**config.mk**
```make
export PLATFORM = sky130hd
export DESIGN_NAME = cache_bank_scheduler
export DESIGN_NICKNAME = d
export VERILOG_FILES = /design/src/rtl/cache_bank_scheduler.sv
export SDC_FILE = /design/constraint.sdc
export NUM_CORES = 1
export LEC_CHECK = 0
export ABC_AREA = 1
export BUFFER_PORTS_ARGS = -buffer_cell sky130_fd_sc_hd__buf_2
export CORE_ASPECT_RATIO = 2
export CORE_MARGIN = 2
export CORE_UTILIZATION = 52
export CTS_CLUSTER_DIAMETER = 40
export DETAILED_ROUTE_END_ITERATION = 10
export PLACE_DENSITY = 0.8
export SLEW_MARGIN = 15
export SYNTH_ARGS = -nofsm -noshare
export SYNTH_HDL_FRONTEND = slang
export SYNTH_SLANG_ARGS = --single-unit
```
**constraint.sdc**
```tcl
create_clock -name clk -period 8.55 [get_ports clk]
set_input_delay 2.1375 -clock clk [delete_from_list [all_inputs] [get_ports clk]]
set_output_delay 2.1375 -clock clk [all_outputs]
set_load 0.01 [all_outputs]
```
**src/rtl/cache_bank_scheduler.sv**
```systemverilog
// Schedules queued writes and 4-port reads onto one cache bank RAM.
// Reads issue only when the write queue is empty, so a read always sees every earlier-accepted write.
`ifndef CACHE_BANK_ADDRESS_WIDTH
`define CACHE_BANK_ADDRESS_WIDTH 8
`endif
`ifndef DATA_WIDTH
`define DATA_WIDTH 32
`endif

module cache_bank_scheduler #(
    parameter int unsigned ADR      = `CACHE_BANK_ADDRESS_WIDTH,
    parameter int unsigned DAT      = `DATA_WIDTH,
    parameter int unsigned WQ_DEPTH = 4
) (
    input  logic           clk,
    input  logic           reset,
    input  logic           wr_valid,
    output logic           wr_ready,
    input  logic [ADR-1:0] wr_addr,
    input  logic [DAT-1:0] wr_data,
    input  logic           rd_valid,
    output logic           rd_ready,
    input  logic [ADR-1:0] rd_addr_0,
    input  logic [ADR-1:0] rd_addr_1,
    input  logic [ADR-1:0] rd_addr_2,
    input  logic [ADR-1:0] rd_addr_3,
    output logic           rsp_valid,
    input  logic           rsp_ready,
    output logic [DAT-1:0] rsp_data_0,
    output logic [DAT-1:0] rsp_data_1,
    output logic [DAT-1:0] rsp_data_2,
    output logic [DAT-1:0] rsp_data_3,
    output logic [3:0]     rsp_lineValid,
    output logic           ram_writeEnable,
    output logic           ram_readEnable,
    output logic [ADR-1:0] ram_writeAddr,
    output logic [DAT-1:0] ram_dataIn,
    output logic [ADR-1:0] ram_readAddr_0,
    output logic [ADR-1:0] ram_readAddr_1,
    output logic [ADR-1:0] ram_readAddr_2,
    output logic [ADR-1:0] ram_readAddr_3,
    input  logic [DAT-1:0] ram_dOut_0,
    input  logic [DAT-1:0] ram_dOut_1,
    input  logic [DAT-1:0] ram_dOut_2,
    input  logic [DAT-1:0] ram_dOut_3,
    input  logic [3:0]     ram_writtenTo
);

    localparam int unsigned PW = $clog2(WQ_DEPTH);
    localparam int unsigned CW = PW + 1;

    localparam logic [1:0] IDLE       = 2'd0;
    localparam logic [1:0] READ_ISSUE = 2'd1;
    localparam logic [1:0] READ_WAIT  = 2'd2;
    localparam logic [1:0] RESP       = 2'd3;

    logic [1:0]     state;
    logic [1:0]     nextState;
    logic [ADR-1:0] queueAddr [WQ_DEPTH];
    logic [DAT-1:0] queueData [WQ_DEPTH];
    logic [PW-1:0]  headPtr;
    logic [PW-1:0]  tailPtr;
    logic [CW-1:0]  count;
    logic           push;
    logic           pop;
    logic           readAccept;

    // wr_ready looks only at the registered count, so a full queue never passes through on a pop
    assign wr_ready   = (count < CW'(WQ_DEPTH));
    assign rd_ready   = (state == IDLE) && (count == CW'(0)) && !wr_valid;
    assign push       = wr_valid && wr_ready;
    assign pop        = (state == IDLE) && (count != CW'(0));
    assign readAccept = rd_valid && rd_ready;

    always_ff @(posedge clk or posedge reset) begin
        if (reset) state <= IDLE;
        else       state <= nextState;
    end

    always_comb begin
        nextState = state;
        case (state)
            IDLE:       if (readAccept) nextState = READ_ISSUE;
            READ_ISSUE: nextState = READ_WAIT;
            READ_WAIT:  nextState = RESP;
            RESP:       if (rsp_ready) nextState = IDLE;
            default:    nextState = IDLE;
        endcase
    end

    // Queue storage needs no reset; validity is tracked by count
    always_ff @(posedge clk) begin
        if (push) begin
            queueAddr[tailPtr] <= wr_addr;
            queueData[tailPtr] <= wr_data;
        end
    end

    always_ff @(posedge clk or posedge reset) begin
        if (reset) begin
            headPtr <= '0;
            tailPtr <= '0;
            count   <= '0;
        end else begin
            if (push) tailPtr <= tailPtr + PW'(1);
            if (pop)  headPtr <= headPtr + PW'(1);
            case ({push, pop})
                2'b10:   count <= count + CW'(1);
                2'b01:   count <= count - CW'(1);
                default: count <= count;
            endcase
        end
    end

    // RAM command and response registers; addresses/data hold when not enabled
    always_ff @(posedge clk or posedge reset) begin
        if (reset) begin
            ram_writeEnable <= 1'b0;
            ram_readEnable  <= 1'b0;
            ram_writeAddr   <= '0;
            ram_dataIn      <= '0;
            ram_readAddr_0  <= '0;
            ram_readAddr_1  <= '0;
            ram_readAddr_2  <= '0;
            ram_readAddr_3  <= '0;
            rsp_valid       <= 1'b0;
            rsp_data_0      <= '0;
            rsp_data_1      <= '0;
            rsp_data_2      <= '0;
            rsp_data_3      <= '0;
            rsp_lineValid   <= '0;
        end else begin
            ram_writeEnable <= pop;
            ram_readEnable  <= readAccept;
            if (pop) begin
                ram_writeAddr <= queueAddr[headPtr];
                ram_dataIn    <= queueData[headPtr];
            end
            if (readAccept) begin
                ram_readAddr_0 <= rd_addr_0;
                ram_readAddr_1 <= rd_addr_1;
                ram_readAddr_2 <= rd_addr_2;
                ram_readAddr_3 <= rd_addr_3;
            end
            if (state == READ_WAIT) begin
                rsp_valid     <= 1'b1;
                rsp_data_0    <= ram_dOut_0;
                rsp_data_1    <= ram_dOut_1;
                rsp_data_2    <= ram_dOut_2;
                rsp_data_3    <= ram_dOut_3;
                rsp_lineValid <= ~ram_writtenTo;
            end else if ((state == RESP) && rsp_ready) begin
                rsp_valid <= 1'b0;
            end
        end
    end

endmodule

```
==> results by stage, run 1 <==
CTS:
- TritonCTS built the clock tree.
- The tree built by TritonCTS fans out to 376 sinks.
- The buffer levels on the longest clock path is 3.
- The H-tree generated during clock tree synthesis spans 2 levels.
- The clock transition at the register clock pins on the worst setup and hold paths after CTS is about 0.060 ns.
- The root buffer cell chosen for the clock tree is sky130_fd_sc_hd__clkbuf_16.
- After clock tree synthesis, the setup repair step added 0 buffers.
- The number of CTS-inserted buffers is 34.
- Clock latency on the worst-skew pair, taken at its later pin, is 0.51 ns.
- The hold buffer count at CTS is 0.
- Post-CTS repair changed the size of 0 cells.

Drt:
- After detailed routing, the number of vias per cell comes to 5.20.
- For this block, the initial DRC count from the detailed router was 867.
- The iteration count of the initial detailed-routing pass is 5.
- The count of antenna-violating nets left after detailed routing is 0.
- In the final routed layout, each cell accounts on average for 18.4 microns.
- Across all layers, the routed design uses 10912 vias.
- The number of design rule violations left after detail routing is 0.
- The total wire length is 38700 microns.

Die:
- The placeable core region is 26900 sq um.
- The overall die area is 28600 sq um.
- The die height is 237 microns.
- The number of I/O pins is 418.
- The die is 121 microns wide.
- The number of core rows is 85.
- The initial utilization of the core area, before any placement, comes to 0.526.

Finish:
- Leaving out fill and tap cells, the most frequent cell in the layout is sky130_fd_sc_hd__nand2_1.
- The number of nets in the layout is 1935.
- Leaving out fill and tap cells, the most frequent cells in the layout are sky130_fd_sc_hd__nand2_1 (617), sky130_fd_sc_hd__buf_2 (417), sky130_fd_sc_hd__dfrtp_1 (215).
- Once layout is done, the placed cells without fillers occupy roughly 18000 sq um.
- From synthesis to final layout, the design area changed by 24.8%.
- The share of cells above drive strength 1 is 0.288.
- The filler cell count in the final layout is 2084.

Yosys:
- In the post-synthesis netlist, the biggest area contributors are sky130_fd_sc_hd__dfrtp_1 (38%), sky130_fd_sc_hd__edfxtp_1 (34%), sky130_fd_sc_hd__nand2_1 (16%).
- When the netlist entered floorplanning its net count stood at 1538.
- For this run, the number of Yosys warnings is 0.
- The synthesized area is 14200 sq um.
- After synthesis, the share of cell area in mux cells is 0.
- The main combinational cell family by area after synthesis is simple AND/OR/NAND/NOR gates.
- The sequential cell area fraction in the yosys report is 0.721.
- Of the total synthesized cell area, the portion taken by full adders, half adders and majority gates is 0.00937.
- Of the post-synthesis cell area, the dominant cell type holds 0.382.
- In this run, synthesis produced a sequential element count of 376.
- Counting every instance in the synthesized netlist gives 1319.
- A synthesized cell averages 10.7 sq um.
- The fraction of the mapped netlist area in simple logic gates is 0.191.
- The share of the synthesized area in compound gates (AO/OA/AOI/OAI) is 0.0488.
- Of the total synthesized cell area, the portion taken by XOR and XNOR cells is 0.00247.
- Yosys mapped the design onto 26 distinct sky130hd cell types.
- The top cell type by total area after synthesis is sky130_fd_sc_hd__dfrtp_1.

Place:
- The congestion estimate from routability-driven global placement came to ~0.85.
- The number of I/O port buffers is approximately 420.
- The detailed placement HPWL is 26700 microns.
- The placed standard-cell area is between 15000 and 20000 sq um.

Timing:
- The shortest period the worst path allows is 5.01 ns.
- Setup repair after global routing left no endpoint under its margin.
- The max-slew violation total from the final report is 0.
- The number of failing setup endpoints in the final timing report is 0.
- The clock skew after layout is 0.0155 ns.
- The transition time of the tightest slew-check pin is between 1 and 1.5 ns.
- The share of the clock period used by the worst path is 0.586.
- Headroom to the max-slew limit came out at 0.314.
- The count of endpoints failing hold in the final timing report is 0.
- Derived from the worst setup path, the maximum achievable clock frequency is 0.199 GHz.
- The summed negative setup slack over all endpoints is 0 ns.

Global route:
- The first global-routing pass estimated 57800 microns of wire.
- The initial antenna violation count is 20.
- Entering global routing, the biggest net connects 146 pins.
- The overflow left after global routing is 0.
- The via count of the first global-routing pass came to 10963.
- For this run, the total global-route usage over all layers was measured as 0.264.

Setup path:
- At the worst endpoint, the required time is 6.41 ns.
- The critical register-to-register path endpoint is count[2]$_DFFE_PP0P_.
- The logic depth of the worst register-to-register path is 11.
- STA classifies the critical path endpoint as a primary output.
- In this run the worst path has a maximum fanout of 3.
- The category of the critical setup timing path is input pin to primary output.
- The critical path startpoint category is an input pin.
- The largest single stage delay on the critical path is 0.40 ns.
- The critical path's slowest cell is sky130_fd_sc_hd__nor3_1.
- At the worst endpoint, the arrival time is 2.88 ns.
- For flop-to-flop paths, the worst setup slack is 5.40 ns.
- The cell that appears most often on the critical path is sky130_fd_sc_hd__buf_2.
- Walking the worst path, the cells encountered are buf_2 > nor3_1 > buf_2.
- In this run the worst setup path begins at wr_valid.
- In this run the critical register-to-register path is launched from state[0]$_DFFE_PP0P_.

Hold path:
- The destination of the worst hold path is rsp_data_3[8]$_DFFE_PP0P_.
- The cell depth of the worst min-delay path is 2.
- The hold path startpoint is rsp_data_3[8]$_DFFE_PP0P_.
- The worst min-delay path class is flip-flop to flip-flop.

Pwr:
- For this design the ratio of total power to cell area is between 300 and 400 nW/um^2.
- The static leakage power is about 0.009 uW.
- Across the VDD grid, the largest voltage drop is 232 uV.
- Summing internal, switching and leakage power gives between 6000 and 7000 uW.

Job:
- The number of max-cap violations is 0.

Run status:
- The run finished with clean final reports.
[area by class of cell]
cell class                 instances  area (sq um)  area share
antenna                            8          20.0     0.00113
clock buffer                      44           972      0.0550
clock inverter                    18           170     0.00963
inverter                          20          85.1     0.00481
multi-input combinational        855          3600       0.204
sequential                       376         10200       0.578
tap                              348           435      0.0246
timing repair buffer             429          2180       0.123
[cells by family (layout without fill, tap and decap cells)]
group,Yosys count,count (layout)
compound gates,128,128
xor+xnor,4,4
fa+ha+maj,10,10
buf+inv,88,511
flops,376,376
other cells,0,8
simple gates,713,713
[how the worst max path moves through the flow]
stage,end,slack [ns]
2_1_floorplan,count[0]$_DFFE_PP0P_,0.50
3_3_place_gp,rd_ready,3.57
3_5_place_dp,rd_ready,3.60
4_1_cts,rd_ready,3.59
5_1_grt,rd_ready,3.55
6_report,rd_ready,3.54
[through the flow]
stage | setup slack [ns] | util | hold slack, ns | std cells
after detailed placement | 3.60 | 0.614 | 0.453 | 2028
after floorplan | 0.505 | - | 0.469 | 1319
after global placement | 3.57 | 0.614 | 0.450 | 2028
after global routing | 3.55 | 0.657 | 0.485 | 2098
final | 3.54 | 0.657 | 0.465 | 2098
after CTS | 3.59 | 0.656 | 0.469 | 2090
[cells in the mapped netlist]
library cell / instances
sky130_fd_sc_hd__a21oi_1: 2
sky130_fd_sc_hd__buf_1: 4
sky130_fd_sc_hd__buf_2: 29
sky130_fd_sc_hd__buf_4: 1
sky130_fd_sc_hd__buf_6: 3
sky130_fd_sc_hd__clkbuf_1: 30
sky130_fd_sc_hd__clkbuf_2: 1
sky130_fd_sc_hd__dfrtp_1: 216
sky130_fd_sc_hd__edfxtp_1: 160
sky130_fd_sc_hd__fa_1: 1
sky130_fd_sc_hd__ha_1: 9
sky130_fd_sc_hd__inv_1: 15
sky130_fd_sc_hd__inv_2: 5
sky130_fd_sc_hd__nand2_1: 617
sky130_fd_sc_hd__nand2_2: 1
sky130_fd_sc_hd__nand3_1: 2
sky130_fd_sc_hd__nand4_2: 1
sky130_fd_sc_hd__nor2_1: 88
sky130_fd_sc_hd__nor2_2: 2
sky130_fd_sc_hd__nor3_1: 1
sky130_fd_sc_hd__o21ai_0: 62
sky130_fd_sc_hd__o21ai_1: 24
sky130_fd_sc_hd__o22ai_1: 40
sky130_fd_sc_hd__or2_2: 1
sky130_fd_sc_hd__xnor2_1: 1
sky130_fd_sc_hd__xor2_1: 3
[flip-flops by register name (all words and copies together), names as in the netlist, 3 cells and up]
register	cells
count	3
queueAddr	32
queueData	128
ram_dataIn	32
ram_readAddr_0	8
ram_readAddr_1	8
ram_readAddr_2	8
ram_readAddr_3	8
ram_writeAddr	8
rsp_data_0	32
rsp_data_1	32
rsp_data_2	32
rsp_data_3	32
rsp_lineValid	4
[layer usage]
layer	GRT usage	wire length [microns]	vias up
met2	0.443	19300	493
met5	0	134	-
li1	-	-	5065
met3	0.0777	3550	125
met1	0.304	13700	5207
met4	0.136	1960	22
[power by group]
group	total [uW]	switching, uW	internal [uW]
Combinational	2450	1630	822
Sequential	2790	291	2500
Clock	1560	678	878
Total	6800	2600	4200
[critical path, delay by kind of cell]
kind	cells	cell delay [ns]
buffers and inverters	2	0.34
AND/OR/NAND/NOR	1	0.40
Power figures use the tool's default switching activity.
==> run 2, diff against run 1 <==
==> constraint.sdc (replaced) <==
create_clock -name clk -period 5.2 [get_ports clk]
set_input_delay 1.3 -clock clk [delete_from_list [all_inputs] [get_ports clk]]
set_output_delay 1.3 -clock clk [all_outputs]
set_load 0.01 [all_outputs]
==> run 2 against run 1 <==
  * Worst setup slack lost 1.5 ns
  * Global-route usage decreased by 0.41 points
  * Total power grew 64%
  * Clock-buffer cell count up 4
  * Wire length fell by 2.5%
  * Clock power is 64% higher
  * Largest cell class unchanged
  * Largest power group unchanged
  * Highest routed layer unchanged
==> results by stage, run 2 (synthesis gave the netlist of run 1 again) <==
Run status:
- The flow ran to the end, and the final reports show no timing, DRC or antenna violations.

Setup path:
- In this design, the stage delay of the slowest critical-path cell is 0.67 ns.
- Along the worst path, the maximum fanout reaches 43.
- The worst register-to-register path begins at state[0]$_DFFE_PP0P_.
- The slowest stage of the critical path belongs to the cell sky130_fd_sc_hd__inv_2.
- Counting both buffers and inverters, the worst setup path holds a total of 4.
- The logic depth of the worst register-to-register path is 11.
- Across all register-to-register paths, the minimum setup slack is roughly 2.1 ns.
- The critical register-to-register path endpoint is count[2]$_DFFE_PP0P_.
- The data required time of the worst path is 5.60 ns.
- The kind of cell adding the most delay to the critical path is buffers and inverters.
- The category of the critical setup timing path is flip-flop to flip-flop.
- The signal arrival time at the worst endpoint is 3.54 ns.
- STA classifies the critical path startpoint as a flip-flop.
- The critical path goes through inv_1 > ha_1 > nand2_2 > buf_4 > inv_2 > ha_1 > inv_1 > fa_1 > a21oi_1 > o21ai_0 > xor2_1.
- The worst setup path is captured at a flip-flop.

Die:
- 418 I/O pins were placed.
- The initial utilization of the core area, before any placement, comes to 0.526.
- The overall die area is 28600 sq um.
- The placeable core region is between 20000 and 30000 sq um.
- The number of core rows is 85.
- The die is 121 microns wide.
- The die is 237 microns tall.

Pwr:
- The analysis attributes to cell leakage a power of 0.00877 uW.
- The total power consumption of the routed design is 11100 uW.
- IR analysis of the VDD net gives a maximum drop of 418 uV.
- The power density over cell area is 629 nW/um^2.

Global route:
- The global-route usage over all layers is 0.260.
- The overflow left after global routing is 0.
- The wire length of the first global-routing pass is 57700 microns.
- Entering global routing, the biggest net connects 118 pins.
- The initial antenna violation count came to 11.
- The via count of the first global-routing pass was 10832.

Drt:
- Dividing the detail-routed via count by the number of cells gives 5.15.
- The average wire per standard cell is 18.0 microns.
- The first TritonRoute pass finished after 5 iterations.
- In the routed design, unresolved DRC markers number 0.
- The count of antenna-violating nets left after detailed routing is 0.
- The total wire length is 37700 microns.
- The number of DRC markers in iteration 0 is approximately 930.
- Detailed routing inserted a total of 10815 vias.

CTS:
- The CTS tree is built.
- The number of clock sinks seen by CTS is 376.
- The post-cts repair resize count is 0.
- Clock-pin slew was measured on the worst setup and hold paths at 0.07 ns.
- The longest clock path from root to sink contains 3 buffers.
- The hold buffer count at CTS is 0.
- The H-tree depth is 2.
- The root buffer cell chosen for the clock tree is sky130_fd_sc_hd__clkbuf_16.
- The number of buffers added for setup after CTS is 0.
- Clock tree synthesis inserted a total of 35 buffers.
- The later pin in the worst-skew pair is clocked with a latency of 0.52 ns.

Timing:
- Static timing analysis puts the maximum clock frequency at 0.319 GHz.
- The number of failing setup endpoints in the final timing report is 0.
- Adding up every negative setup slack in the final design gives 0 ns.
- The clock arrives with 0.0286 ns of skew.
- The max-slew violation total from the final report is 0.
- The relative slew slack is 0.282.
- At the pin with the least slew margin, the transition time is 1.07 ns.
- Counting I/O delays and the setup requirement, the final critical path takes 3.14 ns.
- The worst hold slack is 0.464 ns.
- Setup repair after global routing left no endpoint under its margin.
- The share of the clock period used by the worst path is 0.603.
- The count of endpoints failing hold in the final timing report came to 0.

Finish:
- The share of cells above drive strength 1 is 0.289.
- From synthesis to final layout, the design area changed by 25.1%.
- The number of nets in the layout is around 1900.
- At the end of the flow the core is filled with cells to 0.659.
- The number of flip-flops in the largest register is 128.
- Counting flops per register, the top entry is queueData.
- The library cell used most frequently in the layout, excluding fill and tap cells, is sky130_fd_sc_hd__nand2_1.
- The library cells used most frequently in the layout, excluding fill and tap cells, are sky130_fd_sc_hd__nand2_1 (617), sky130_fd_sc_hd__buf_2 (417), sky130_fd_sc_hd__dfrtp_1 (215).

Hold path:
- The path with the worst hold slack has its endpoint at rsp_valid$_DFFE_PP0P_.
- The min-delay analysis places its worst path in the category flip-flop to flip-flop.
- The hold path startpoint is rsp_valid$_DFFE_PP0P_.
- The cell depth of the worst min-delay path is 2.

Job:
- The number of max-cap violations is 0.

Place:
- The number of I/O port buffers is 417.
- The wire-length estimate of the detail-placed layout is around 26000 microns.
- The final RePlAce weighted congestion is 0.867.
-- run 2: cell types whose count changed in the layout (fill, tap and decap cells not counted), sizes merged --
cell      before  now
clkbuf        44   48
clkinv        14   11
bufinv         2    0
clkinvlp       0    2
buf          429  430
diode          8    9
inv           22   21
-- run 2: worst max path at each step --
stage | depth (start not counted) | slack (ns) | startpoint | to
6_report | 11 | 2.06 | state[0]$_DFFE_PP0P_ | count[2]$_DFFE_PP0P_
5_1_grt | 11 | 1.96 | state[0]$_DFFE_PP0P_ | count[2]$_DFFE_PP0P_
4_1_cts | 3 | 2.07 | wr_valid | rd_ready
3_5_place_dp | 4 | 1.86 | wr_valid | queueData[0][12]$_DFFE_PP_
3_3_place_gp | 4 | 1.91 | wr_valid | queueData[0][17]$_DFFE_PP_
2_1_floorplan | 1 | 1.09 | reset | count[0]$_DFFE_PP0P_
-- run 2: worst reg2reg max path, cell delays in order, from the launching register on --
cell and delay [ns]:
sky130_fd_sc_hd__dfrtp_1 0.40, sky130_fd_sc_hd__inv_1 0.15, sky130_fd_sc_hd__ha_1 0.25, sky130_fd_sc_hd__nand2_2 0.07
sky130_fd_sc_hd__buf_4 0.27, sky130_fd_sc_hd__inv_2 0.69, sky130_fd_sc_hd__ha_1 0.30, sky130_fd_sc_hd__inv_1 0.07
sky130_fd_sc_hd__fa_1 0.38, sky130_fd_sc_hd__a21oi_1 0.16, sky130_fd_sc_hd__o21ai_0 0.12, sky130_fd_sc_hd__xor2_1 0.16
-- run 2: through the flow --
step / setup slack, ns / instances / cell area [sq um]
floorplan: 1.09 / 1319 / 14200
global placement: 1.91 / 2029 / 16500
detailed placement: 1.86 / 2029 / 16500
CTS: 2.07 / 2091 / 17700
global route: 1.96 / 2095 / 17700
finish: 2.06 / 2100 / 17700
-- run 2: area by class of cell --
cell class | instances | area [sq um]
clock inverter | 14 | 98.8
inverter | 20 | 81.3
tap | 348 | 435
multi-input combinational | 855 | 3600
clock buffer | 48 | 1060
timing repair buffer | 430 | 2210
antenna | 9 | 22.5
fill | 2056 | 9190
sequential | 376 | 10200
-- run 2: routing by layer --
metal	share of wire	track usage
met4	0.036	0.0990
met1	0.37	0.314
met5	0.0013	0
met3	0.079	0.0626
met2	0.52	0.448
-- run 2: report_power, final --
group,switching [uW],total [uW],leakage [uW],internal [uW]
logic,2650,4010,0.00407,1360
registers,472,4580,0.00413,4110
clock network,1110,2560,0.000573,1450
total,4230,11100,0.00877,6910
